File: config.mk
export PLATFORM = sky130hd
export DESIGN_NAME = ram_block_copy_flat
export DESIGN_NICKNAME = d
export VERILOG_FILES = /design/src/rtl/ram_block_copy_if.sv /design/src/rtl/ram_block_copy.sv /design/src/flat_wrapper.sv
export SDC_FILE = /design/constraint.sdc
export NUM_CORES = 1
export LEC_CHECK = 0
export ABC_CLOCK_PERIOD_IN_PS = 2680
export CORE_ASPECT_RATIO = 0.8
export CORE_UTILIZATION = 30
export CTS_CLUSTER_DIAMETER = 100
export DETAILED_ROUTE_END_ITERATION = 10
export DONT_BUFFER_PORTS = 1
export REMOVE_ABC_BUFFERS = 1
export SLEW_MARGIN = 20
export SYNTH_ARGS = -nofsm -noshare
export SYNTH_HDL_FRONTEND = slang
export SYNTH_SLANG_ARGS = --single-unit
File: constraint.sdc
create_clock -name clk -period 2.68 [get_ports clk]
set_input_delay 0.536 -clock clk [delete_from_list [all_inputs] [get_ports clk]]
set_output_delay 0.536 -clock clk [all_outputs]
set_load 0.05 [all_outputs]
File: src/rtl/ram_block_copy_if.sv
`default_nettype none
// ============================================================================
// Module      : ram_block_copy_if
// Description : Control handshake and single-port RAM bus of the block copier.
// Revision    : 1.0
// ============================================================================
interface ram_block_copy_if #(
    parameter int BUS_WIDTH     = 8,
    parameter int ADDRESS_WIDTH = 2
);
    logic                     start;
    logic [ADDRESS_WIDTH-1:0] src;
    logic [ADDRESS_WIDTH-1:0] dst;
    logic [ADDRESS_WIDTH:0]   len;
    logic                     busy;
    logic                     done;
    logic [ADDRESS_WIDTH-1:0] ad;
    logic                     st;
    logic [BUS_WIDTH-1:0]     X;
    logic [BUS_WIDTH-1:0]     O;

    // master is the copier: it owns the RAM address/store/write-data side
    modport master (
        input  start, src, dst, len, O,
        output busy, done, ad, st, X
    );

    modport slave (
        output start, src, dst, len, O,
        input  busy, done, ad, st, X
    );
endinterface
`default_nettype wire

File: src/rtl/ram_block_copy.sv
`default_nettype none
// ============================================================================
// Module      : ram_block_copy
// Description : Copies len words inside a single-port RAM, one READ and one
//               WRITE cycle per word, ascending addresses, forward overlap.
// Revision    : 1.0
// ============================================================================
module ram_block_copy #(
    parameter int BUS_WIDTH     = 8,
    parameter int ADDRESS_WIDTH = 2
) (
    input  wire logic       clk,
    input  wire logic       rst_n,
    ram_block_copy_if.master bus
);

    typedef enum logic [1:0] {
        S_IDLE  = 2'd0,
        S_READ  = 2'd1,
        S_WRITE = 2'd2,
        S_DONE  = 2'd3
    } state_t;

    localparam logic [ADDRESS_WIDTH-1:0] C_PTR_ONE  = {{(ADDRESS_WIDTH-1){1'b0}}, 1'b1};
    localparam logic [ADDRESS_WIDTH:0]   C_CNT_ONE  = {{ADDRESS_WIDTH{1'b0}}, 1'b1};
    localparam logic [ADDRESS_WIDTH:0]   C_CNT_ZERO = '0;

    state_t                   state_q, state_d;
    logic [ADDRESS_WIDTH-1:0] src_ptr_q, src_ptr_d;
    logic [ADDRESS_WIDTH-1:0] dst_ptr_q, dst_ptr_d;
    logic [ADDRESS_WIDTH:0]   cnt_q, cnt_d;
    logic [ADDRESS_WIDTH-1:0] ad_q, ad_d;
    logic                     st_q, st_d;
    logic [BUS_WIDTH-1:0]     data_q, data_d;
    logic [ADDRESS_WIDTH-1:0] w_src_next;
    logic [ADDRESS_WIDTH-1:0] w_dst_next;

    assign w_src_next = src_ptr_q + C_PTR_ONE;
    assign w_dst_next = dst_ptr_q + C_PTR_ONE;

    always_ff @(posedge clk or negedge rst_n) begin
        if (!rst_n) begin
            state_q   <= S_IDLE;
            src_ptr_q <= '0;
            dst_ptr_q <= '0;
            cnt_q     <= '0;
            ad_q      <= '0;
            st_q      <= 1'b0;
            data_q    <= '0;
        end else begin
            state_q   <= state_d;
            src_ptr_q <= src_ptr_d;
            dst_ptr_q <= dst_ptr_d;
            cnt_q     <= cnt_d;
            ad_q      <= ad_d;
            st_q      <= st_d;
            data_q    <= data_d;
        end
    end

    always_comb begin
        state_d   = state_q;
        src_ptr_d = src_ptr_q;
        dst_ptr_d = dst_ptr_q;
        cnt_d     = cnt_q;
        ad_d      = ad_q;
        st_d      = 1'b0;
        data_d    = data_q;

        case (state_q)
            S_IDLE: begin
                if (bus.start) begin
                    if (bus.len != C_CNT_ZERO) begin
                        src_ptr_d = bus.src;
                        dst_ptr_d = bus.dst;
                        cnt_d     = bus.len;
                        ad_d      = bus.src;
                        state_d   = S_READ;
                    end else begin
                        state_d   = S_DONE;
                    end
                end
            end
            S_READ: begin
                // The RAM is asynchronous-read, so O already reflects ad here
                data_d  = bus.O;
                ad_d    = dst_ptr_q;
                st_d    = 1'b1;
                state_d = S_WRITE;
            end
            S_WRITE: begin
                src_ptr_d = w_src_next;
                dst_ptr_d = w_dst_next;
                cnt_d     = cnt_q - C_CNT_ONE;
                if (cnt_q != C_CNT_ONE) begin
                    ad_d    = w_src_next;
                    state_d = S_READ;
                end else begin
                    state_d = S_DONE;
                end
            end
            S_DONE: begin
                state_d = S_IDLE;
            end
            default: begin
                state_d = S_IDLE;
            end
        endcase
    end

    assign bus.ad   = ad_q;
    assign bus.st   = st_q;
    assign bus.X    = data_q;
    assign bus.busy = (state_q == S_READ) || (state_q == S_WRITE);
    assign bus.done = (state_q == S_DONE);

endmodule
`default_nettype wire

File: src/flat_wrapper.sv
// flat-port wrapper written by rule: the top's interface ports become plain ports
module ram_block_copy_flat 
#(
    parameter int BUS_WIDTH     = 8,
    parameter int ADDRESS_WIDTH = 2
)
  (clk, rst_n, bus_start, bus_src, bus_dst, bus_len, bus_O, bus_busy, bus_done, bus_ad, bus_st, bus_X);
  ram_block_copy_if #(.BUS_WIDTH(BUS_WIDTH), .ADDRESS_WIDTH(ADDRESS_WIDTH)) bus_i ();
  input  wire logic clk;
  input  wire logic rst_n;
  input wire logic [$bits(bus_i.start)-1:0] bus_start;
  input wire logic [$bits(bus_i.src)-1:0] bus_src;
  input wire logic [$bits(bus_i.dst)-1:0] bus_dst;
  input wire logic [$bits(bus_i.len)-1:0] bus_len;
  input wire logic [$bits(bus_i.O)-1:0] bus_O;
  output wire logic [$bits(bus_i.busy)-1:0] bus_busy;
  output wire logic [$bits(bus_i.done)-1:0] bus_done;
  output wire logic [$bits(bus_i.ad)-1:0] bus_ad;
  output wire logic [$bits(bus_i.st)-1:0] bus_st;
  output wire logic [$bits(bus_i.X)-1:0] bus_X;
  assign bus_i.start = bus_start;
  assign bus_i.src = bus_src;
  assign bus_i.dst = bus_dst;
  assign bus_i.len = bus_len;
  assign bus_i.O = bus_O;
  assign bus_busy = bus_i.busy;
  assign bus_done = bus_i.done;
  assign bus_ad = bus_i.ad;
  assign bus_st = bus_i.st;
  assign bus_X = bus_i.X;
  ram_block_copy #(.BUS_WIDTH(BUS_WIDTH), .ADDRESS_WIDTH(ADDRESS_WIDTH)) u_core (.clk(clk), .rst_n(rst_n), .bus(bus_i));
endmodule
==> flow_summary.ini, run 1 <==
[critical_path]
cp_max_fo = 18
path_cells = inv_1 -> ha_1 -> inv_1 -> o21ai_1 -> o221ai_1
cp.arrival_ps = 2130
startpoint_type = flip-flop
cp_top_family = compound AO/OA/AOI/OAI gates
crit_path_top_delay_cell = ha_1
crit_path_end_kind = flip-flop
crit_type = reg -> reg
crit_required_ps = 2800
crit_buf_inv = 2
max_stage_delay_ps = 530
cpMostUsedCell = inv_1

[yosys]
synthFlopType = dfrtp_1
yosysWarningCount = 0
synth.avg_cell_area_um2 = 10.6
ys_seq_elements = 20
synth-edff-count = 0
yosysSeqAreaShare_pct = 44.9
synthArstFlopShare_pct = 100
syn_inst = 105
syn-cell-area_um2 = 1110
synth_cell_types = 33

[clocking]
path_clk_slew_ps = 70
cts_resized = 0
ctsHoldBuffers = 1
numCtsBuffers = 3
clockBufferDepth = 2
cts_root_buffer = clkbuf_8
cts.sinks = 20
cts_tree = yes
cts_setup_buffers = 0
cts_max_level = 1
worstSkewPairLatency_ps = 260

[grt]
antenna_found_initial = 1
grt_usage_pct = 12.7
grt_start_max_net_pins = 21
grt_pass1_wl_um = 3950
grt-ovfl-total = 0
grt_pass1_vias = 775

[timing]
slew_headroom_pct = 41.7
hold_viol = 0
finalCritPeriodShare_pct = 75.2
tightestPinTransition_ps = 871
fin_worst_skew_ps = 2.61
fmax_ghz = 0.496
setup_viol = 0
min_period_ps = 2020
finalSetupTns_ps = 0
rsz0062_at_grt = no
slew_violations = 0

[drt]
route.detailed.drc = 0
drt_iter0_drc = 79
via_count = 814
wl_per_cell_um = 16.0
antenna_left = 0
firstDrtPassIters = 4
viasPerCell = 5.46
drt_wl_total_um = 2380

[floorplan]
coreArea_um2 = 3490
io_pins = 31
initial_core_util_pct = 31.9
fp.dieH_um = 56.5
rows = 19
die_area_um2 = 3960
fp.dieW_um = 70.1

[placed_design]
dp_hpwl_um = 1760
portBuffers = 0
place_congestion = 0.830

[outcome]
status = complete, no violations

[final_layout]
seq_area_um2 = 500
layout_common_cells = dfrtp_1 (20), inv_1 (9), mux2_2 (8)
mostFrequentLayoutCell = dfrtp_1
n_fill_cell = 347
fin_util_pct = 35.3
multi_input_area_um2 = 564
drive_gt1_share_pct = 12.3
nNetsFinal = 132
area_growth_pct = 10.9

[job]
cap_viol_max_count = 0

[worst_hold_path]
hold_class = in -> reg
-- cell usage after synthesis (2+ instances only) --
master | instances | area [µm²]
nor2_1 | 3 | 11.3
a31oi_1 | 3 | 18.8
o211ai_1 | 3 | 22.5
a21oi_1 | 2 | 10.0
nand3_1 | 6 | 30.0
dfrtp_1 | 20 | 500
a32oi_1 | 3 | 26.3
mux2_1 | 2 | 22.5
nand2b_1 | 3 | 18.8
a221oi_1 | 2 | 17.5
nand2_1 | 6 | 22.5
inv_1 | 9 | 33.8
nor2b_1 | 4 | 25.0
mux2_2 | 8 | 90.1
clkbuf_1 | 4 | 15.0
o221ai_1 | 3 | 26.3
and3b_1 | 2 | 17.5
ha_1 | 7 | 87.6
-- area by class of cell --
cell class	count	area share (%)
clock inverter	1	2.43
clock buffer	3	3.34
multi-input combinational	72	45.7
antenna	1	0.203
inverter	9	2.74
sequential	20	40.5
timing repair buffer	1	0.811
tap	42	4.26
-- worst paths after layout --
kind / cells after the start / slack [ps] / endpoint / start
setup / recovery: 5 / 660 / u_core.src_ptr_q[1] / u_core.state_q[0]
hold / removal: 2 / 420 / u_core.cnt_q[1] / bus_len[1]
setup reg to reg: 5 / 660 / u_core.src_ptr_q[1] / u_core.state_q[0]
hold reg to reg: 1 / 550 / u_core.state_q[1] / u_core.state_q[1]
max in group asynchronous: 1 / 1310 / u_core.bus.ad[1] / rst_n
min in group asynchronous: 1 / 830 / u_core.cnt_q[2] / rst_n
-- state kept, by name, summed over array words and instances (netlist names) --
name	count
u_core.state_q	2
u_core.dst_ptr_q	2
u_core.bus.ad	2
u_core.bus.st	1
u_core.cnt_q	3
u_core.src_ptr_q	2
u_core.bus.X	8
-- through the flow --
stage                     setup WS (ps)  cell area (µm²)  hold slack, ps  instances
final                               664             1230             416        149
after global routing                553             1230             406        149
after CTS                           696             1230             410        148
after detailed placement            737             1150             241        143
after global placement              858             1150             241        143
after floorplan                     982             1100             240        101
-- routing by layer --
layer / part of all wire (%) / global-route usage, % / up-vias
met1: 44 / 17.3 / 399
li1: - / - / 393
met5: 0 / 0 / -
met2: 49 / 19.9 / 17
met3: 4.5 / 1.80 / 5
met4: 2.2 / 6.00 / 0
-- kinds of logic (layout without fill, tap and decap cells) --
logic type                 count (synthesis)  in the layout  share of synthesized area (%)
AOI/OAI and AO/OA                         25             25                           17.5
other                                      0              1                              0
adders and majority gates                  7              7                           7.86
DFF                                       20             20                           44.9
buffers and inverters                     13             14                           4.38
and+or+nand+nor                           29             29                           14.4
xor gates and xnor gates                   1              1                          0.787
muxes                                     10             10                           10.1
Power of run 1 is not shown: default switching activity piles up to over one toggle a cycle in this logic, so the estimate is an artifact.
==> run 2, diff against run 1 <==
ABC_CLOCK_PERIOD_IN_PS = 2000   (was 2680)
clock period = 2 ns   (was 2.68 ns; I/O delays follow)
==> flow_summary.ini, run 2 (synthesis gave the netlist of run 1 again) <==
[critical_path]
r2r_setup_slack_ps = 300
r2r-start = u_core.state_q[0]
crit_buf_inv = 2
cp.arrival_ps = 1360
cp_max_fo = 6
crit_type = reg -> out
reg2regPathDepth = 5
max_stage_delay_ps = 390
crit_path_end_kind = output port
crit_required_ps = 1600
crit_path_top_delay_cell = dfrtp_1
critPathLaunch = u_core.state_q[1]
crit_cells = 3
path_cells = inv_1 -> ha_1 -> buf_4
r2r-end = u_core.bus.ad[0]
cp_top_family = flip-flops
startpoint_type = flip-flop
crit_end = bus_busy

[timing]
slew_headroom_pct = 42.1
layout_setup_ws_ps = 236
hold_viol = 0
fmax_ghz = 0.567
finalSetupTns_ps = 0
min_period_ps = 1760
rsz0062_at_grt = no
fin_worst_skew_ps = 5.58
finalCritPeriodShare_pct = 88.2
tightestPinTransition_ps = 866
setup_viol = 0
holdWs_ps = 267
slew_violations = 0

[floorplan]
coreArea_um2 = 3490
die_area_um2 = 3960
io_pins = 31
rows = 19
fp.dieH_um = 56.5
fp.dieW_um = 70.1
initial_core_util_pct = 31.9

[clocking]
clockBufferDepth = 2
cts_tree = yes
cts_resized = 0
ctsHoldBuffers = 1
cts_root_buffer = clkbuf_8
numCtsBuffers = 3
worstSkewPairLatency_ps = 260
cts_setup_buffers = 0
path_clk_slew_ps = 80
cts.sinks = 20
cts_max_level = 1

[final_layout]
mostFrequentLayoutCell = dfrtp_1
drive_gt1_share_pct = 14.7
n_fill_cell = 334
seq_area_um2 = 500
multi_input_area_um2 = 564
area_growth_pct = 12.9
layout_common_cells = dfrtp_1 (20), inv_1 (9), mux2_2 (8)
nNetsFinal = 135
largest_register_ffs = 8
stdcell_count = 152

[placed_design]
dp_cells = 146
dp_hpwl_um = 1780
portBuffers = 0
place_ws_ps = 321
place_congestion = 0.820

[grt]
grt_start_max_net_pins = 21
grt_usage_pct = 12.7
grt_pass1_vias = 806
grt_pass1_wl_um = 4000
antenna_found_initial = 1
grt-ovfl-total = 0

[worst_hold_path]
holdPathStages = 2
hold_class = in -> reg

[drt]
firstDrtPassIters = 4
antenna_left = 0
via_count = 830
drt_iter0_drc = 67
wl_per_cell_um = 15.3
viasPerCell = 5.46
route.detailed.drc = 0
drt_wl_total_um = 2320

[outcome]
status = complete, no violations

[job]
cap_viol_max_count = 0
-- run 2: cell count changes in the layout (fill, tap and decap cells not counted), sizes merged --
cell | previous run | this run
buf | 0 | 3
-- run 2: per-stage QoR --
step	util [%]	instance area, µm²
2_1_floorplan	-	1100
3_5_place_dp	33.6	1170
5_1_grt	36.0	1260
4_1_cts	35.9	1250
3_3_place_gp	33.6	1170
6_report	36.0	1260
-- run 2: worst min path at each step --
stage | slack [ps] | end | startpoint
3_3_place_gp | 100 | u_core.bus.X[3] | rst_n
5_1_grt | 280 | u_core.bus.X[6] | bus_O[6]
4_1_cts | 270 | u_core.cnt_q[1] | bus_len[1]
3_5_place_dp | 100 | u_core.bus.X[3] | rst_n
2_1_floorplan | 100 | u_core.bus.X[0] | rst_n
6_report | 270 | u_core.cnt_q[1] | bus_len[1]
-- run 2: cell type report --
type	count	area share (%)
inverters	9	2.69
clock buffers	3	3.28
repair buffers	4	2.59
flip-flops and latches	20	39.8
diodes	1	0.199
well taps	42	4.18
clock inverters	1	2.39
multi-input cells	72	44.9
-- run 2: routing by layer --
metal | GRT usage [%] | wire length, µm | part of all wire, % | up-vias
li1 | - | - | - | 392
met1 | 16.9 | 1070 | 46 | 424
met2 | 20.6 | 1130 | 49 | 11
met3 | 1.97 | 99 | 4.3 | 3
met4 | 5.14 | 29 | 1.2 | 0
met5 | 0 | 0 | 0 | -
Power of run 2 is left out for the same reason.
==> run 3, diff against run 2 <==
CORE_MARGIN = 3   (was not set)
GPL_TIMING_DRIVEN = 0   (was not set)
==> flow_summary.ini, run 3 (synthesis gave the netlist of run 1 again) <==
[critical_path]
cpMostUsedCell = inv_1
path_cells = inv_1 -> ha_2 -> inv_1 -> o21ai_1 -> o221ai_1
crit_path_end_kind = flip-flop
max_stage_delay_ps = 430
startpoint_type = flip-flop
crit_type = reg -> reg
cp.arrival_ps = 1960
crit_required_ps = 2110
crit_path_top_delay_cell = o21ai_1
cp_max_fo = 18

[floorplan]
coreArea_um2 = 3490
io_pins = 31
initial_core_util_pct = 31.9
die_area_um2 = 4480
rows = 19
fp.dieH_um = 60.5
fp.dieW_um = 74.1

[timing]
slew_violations = 0
tightestPinTransition_ps = 868
rsz0062_at_grt = no
slew_headroom_pct = 41.9
fmax_ghz = 0.542
hold_viol = 0
finalCritPeriodShare_pct = 92.2
min_period_ps = 1840
setup_viol = 0
finalSetupTns_ps = 0
fin_worst_skew_ps = 3.27

[clocking]
worstSkewPairLatency_ps = 250
cts_max_level = 1
clockBufferDepth = 2
numCtsBuffers = 3
cts_tree = yes
cts_root_buffer = clkbuf_8
cts.sinks = 20
path_clk_slew_ps = 80

[drt]
drt_wl_total_um = 2400
firstDrtPassIters = 4
viasPerCell = 5.63
via_count = 833
antenna_left = 0
wl_per_cell_um = 16.2
route.detailed.drc = 0
drt_iter0_drc = 64

[final_layout]
antenna-diode-count = 0
drive_gt1_share_pct = 13.2
layout_common_cells = dfrtp_1 (20), inv_1 (9), mux2_2 (8)
multi_input_area_um2 = 567
area_growth_pct = 10.9
nNetsFinal = 132
mostFrequentLayoutCell = dfrtp_1
n_fill_cell = 348
seq_area_um2 = 500
largest_register_ffs = 8

[grt]
grt_start_max_net_pins = 21
grt_pass1_wl_um = 3990
grt_usage_pct = 11.4
grt-ovfl-total = 0
grt_pass1_vias = 850
antenna_found_initial = 0

[job]
cap_viol_max_count = 0

[outcome]
status = complete, no violations

[placed_design]
portBuffers = 0
place_congestion = 0.803
dp_hpwl_um = 1810

[worst_hold_path]
hold_class = in -> reg
[run 3: changes by cell type in the layout (fill, tap and decap cells not counted), sizes merged]
cell	previous run	this run
buf	3	0
diode	1	0
[run 3: path summary, 6_finish.rpt]
| path | start | endpoint | slack, ps | cells past startpoint |
|---|---|---|---|---|
| setup / recovery | u_core.state_q[0] | u_core.cnt_q[2] | 160 | 5 |
| hold / removal | bus_src[1] | u_core.src_ptr_q[1] | 300 | 2 |
| setup reg to reg | u_core.state_q[0] | u_core.cnt_q[2] | 160 | 5 |
| hold reg to reg | u_core.state_q[1] | u_core.state_q[1] | 550 | 1 |
| max in group asynchronous | rst_n | u_core.bus.st | 760 | 1 |
| min in group asynchronous | rst_n | u_core.cnt_q[2] | 700 | 1 |
[run 3: final cells by class]
class	instances	area share, %
sequential	20	40.5
clock inverter	1	2.43
timing repair buffer	1	0.811
inverter	9	2.74
clock buffer	3	3.34
multi-input combinational	72	45.9
tap	42	4.26
[run 3: timing repair]
action	CTS	global route
hold buffers	1	0
buffers inserted	0	0
gates resized for setup	0	1
endpoints found under the hold margin	20	0
endpoints found under the setup margin	0	8
[run 3: worst max-delay path, delay by kind of cell, from the launching register on]
family,cells,cell delay [ps]
buf+inv,2,260
compound gates,2,640
fa+ha+maj,1,390
flops,1,410
[run 3: layer usage]
metal | up-vias | GRT usage (%) | wire (µm)
met2 | 25 | 19.1 | 1270
met1 | 415 | 14.2 | 938
met4 | 0 | 4.91 | 42
met5 | - | 0 | 0
li1 | 389 | - | -
met3 | 4 | 2.81 | 147
[run 3: stage by stage]
step	hold WS, ps	area (µm²)	worst slack (ps)	std cells	utilization, %
6_report	295	1230	155	148	35.3
5_1_grt	281	1230	13.3	148	35.3
4_1_cts	292	1230	7.82	148	35.3
3_5_place_dp	105	1150	23.1	143	32.9
3_3_place_gp	105	1150	105	143	32.9
2_1_floorplan	104	1100	302	101	-
Power of run 3 is left out for the same reason.
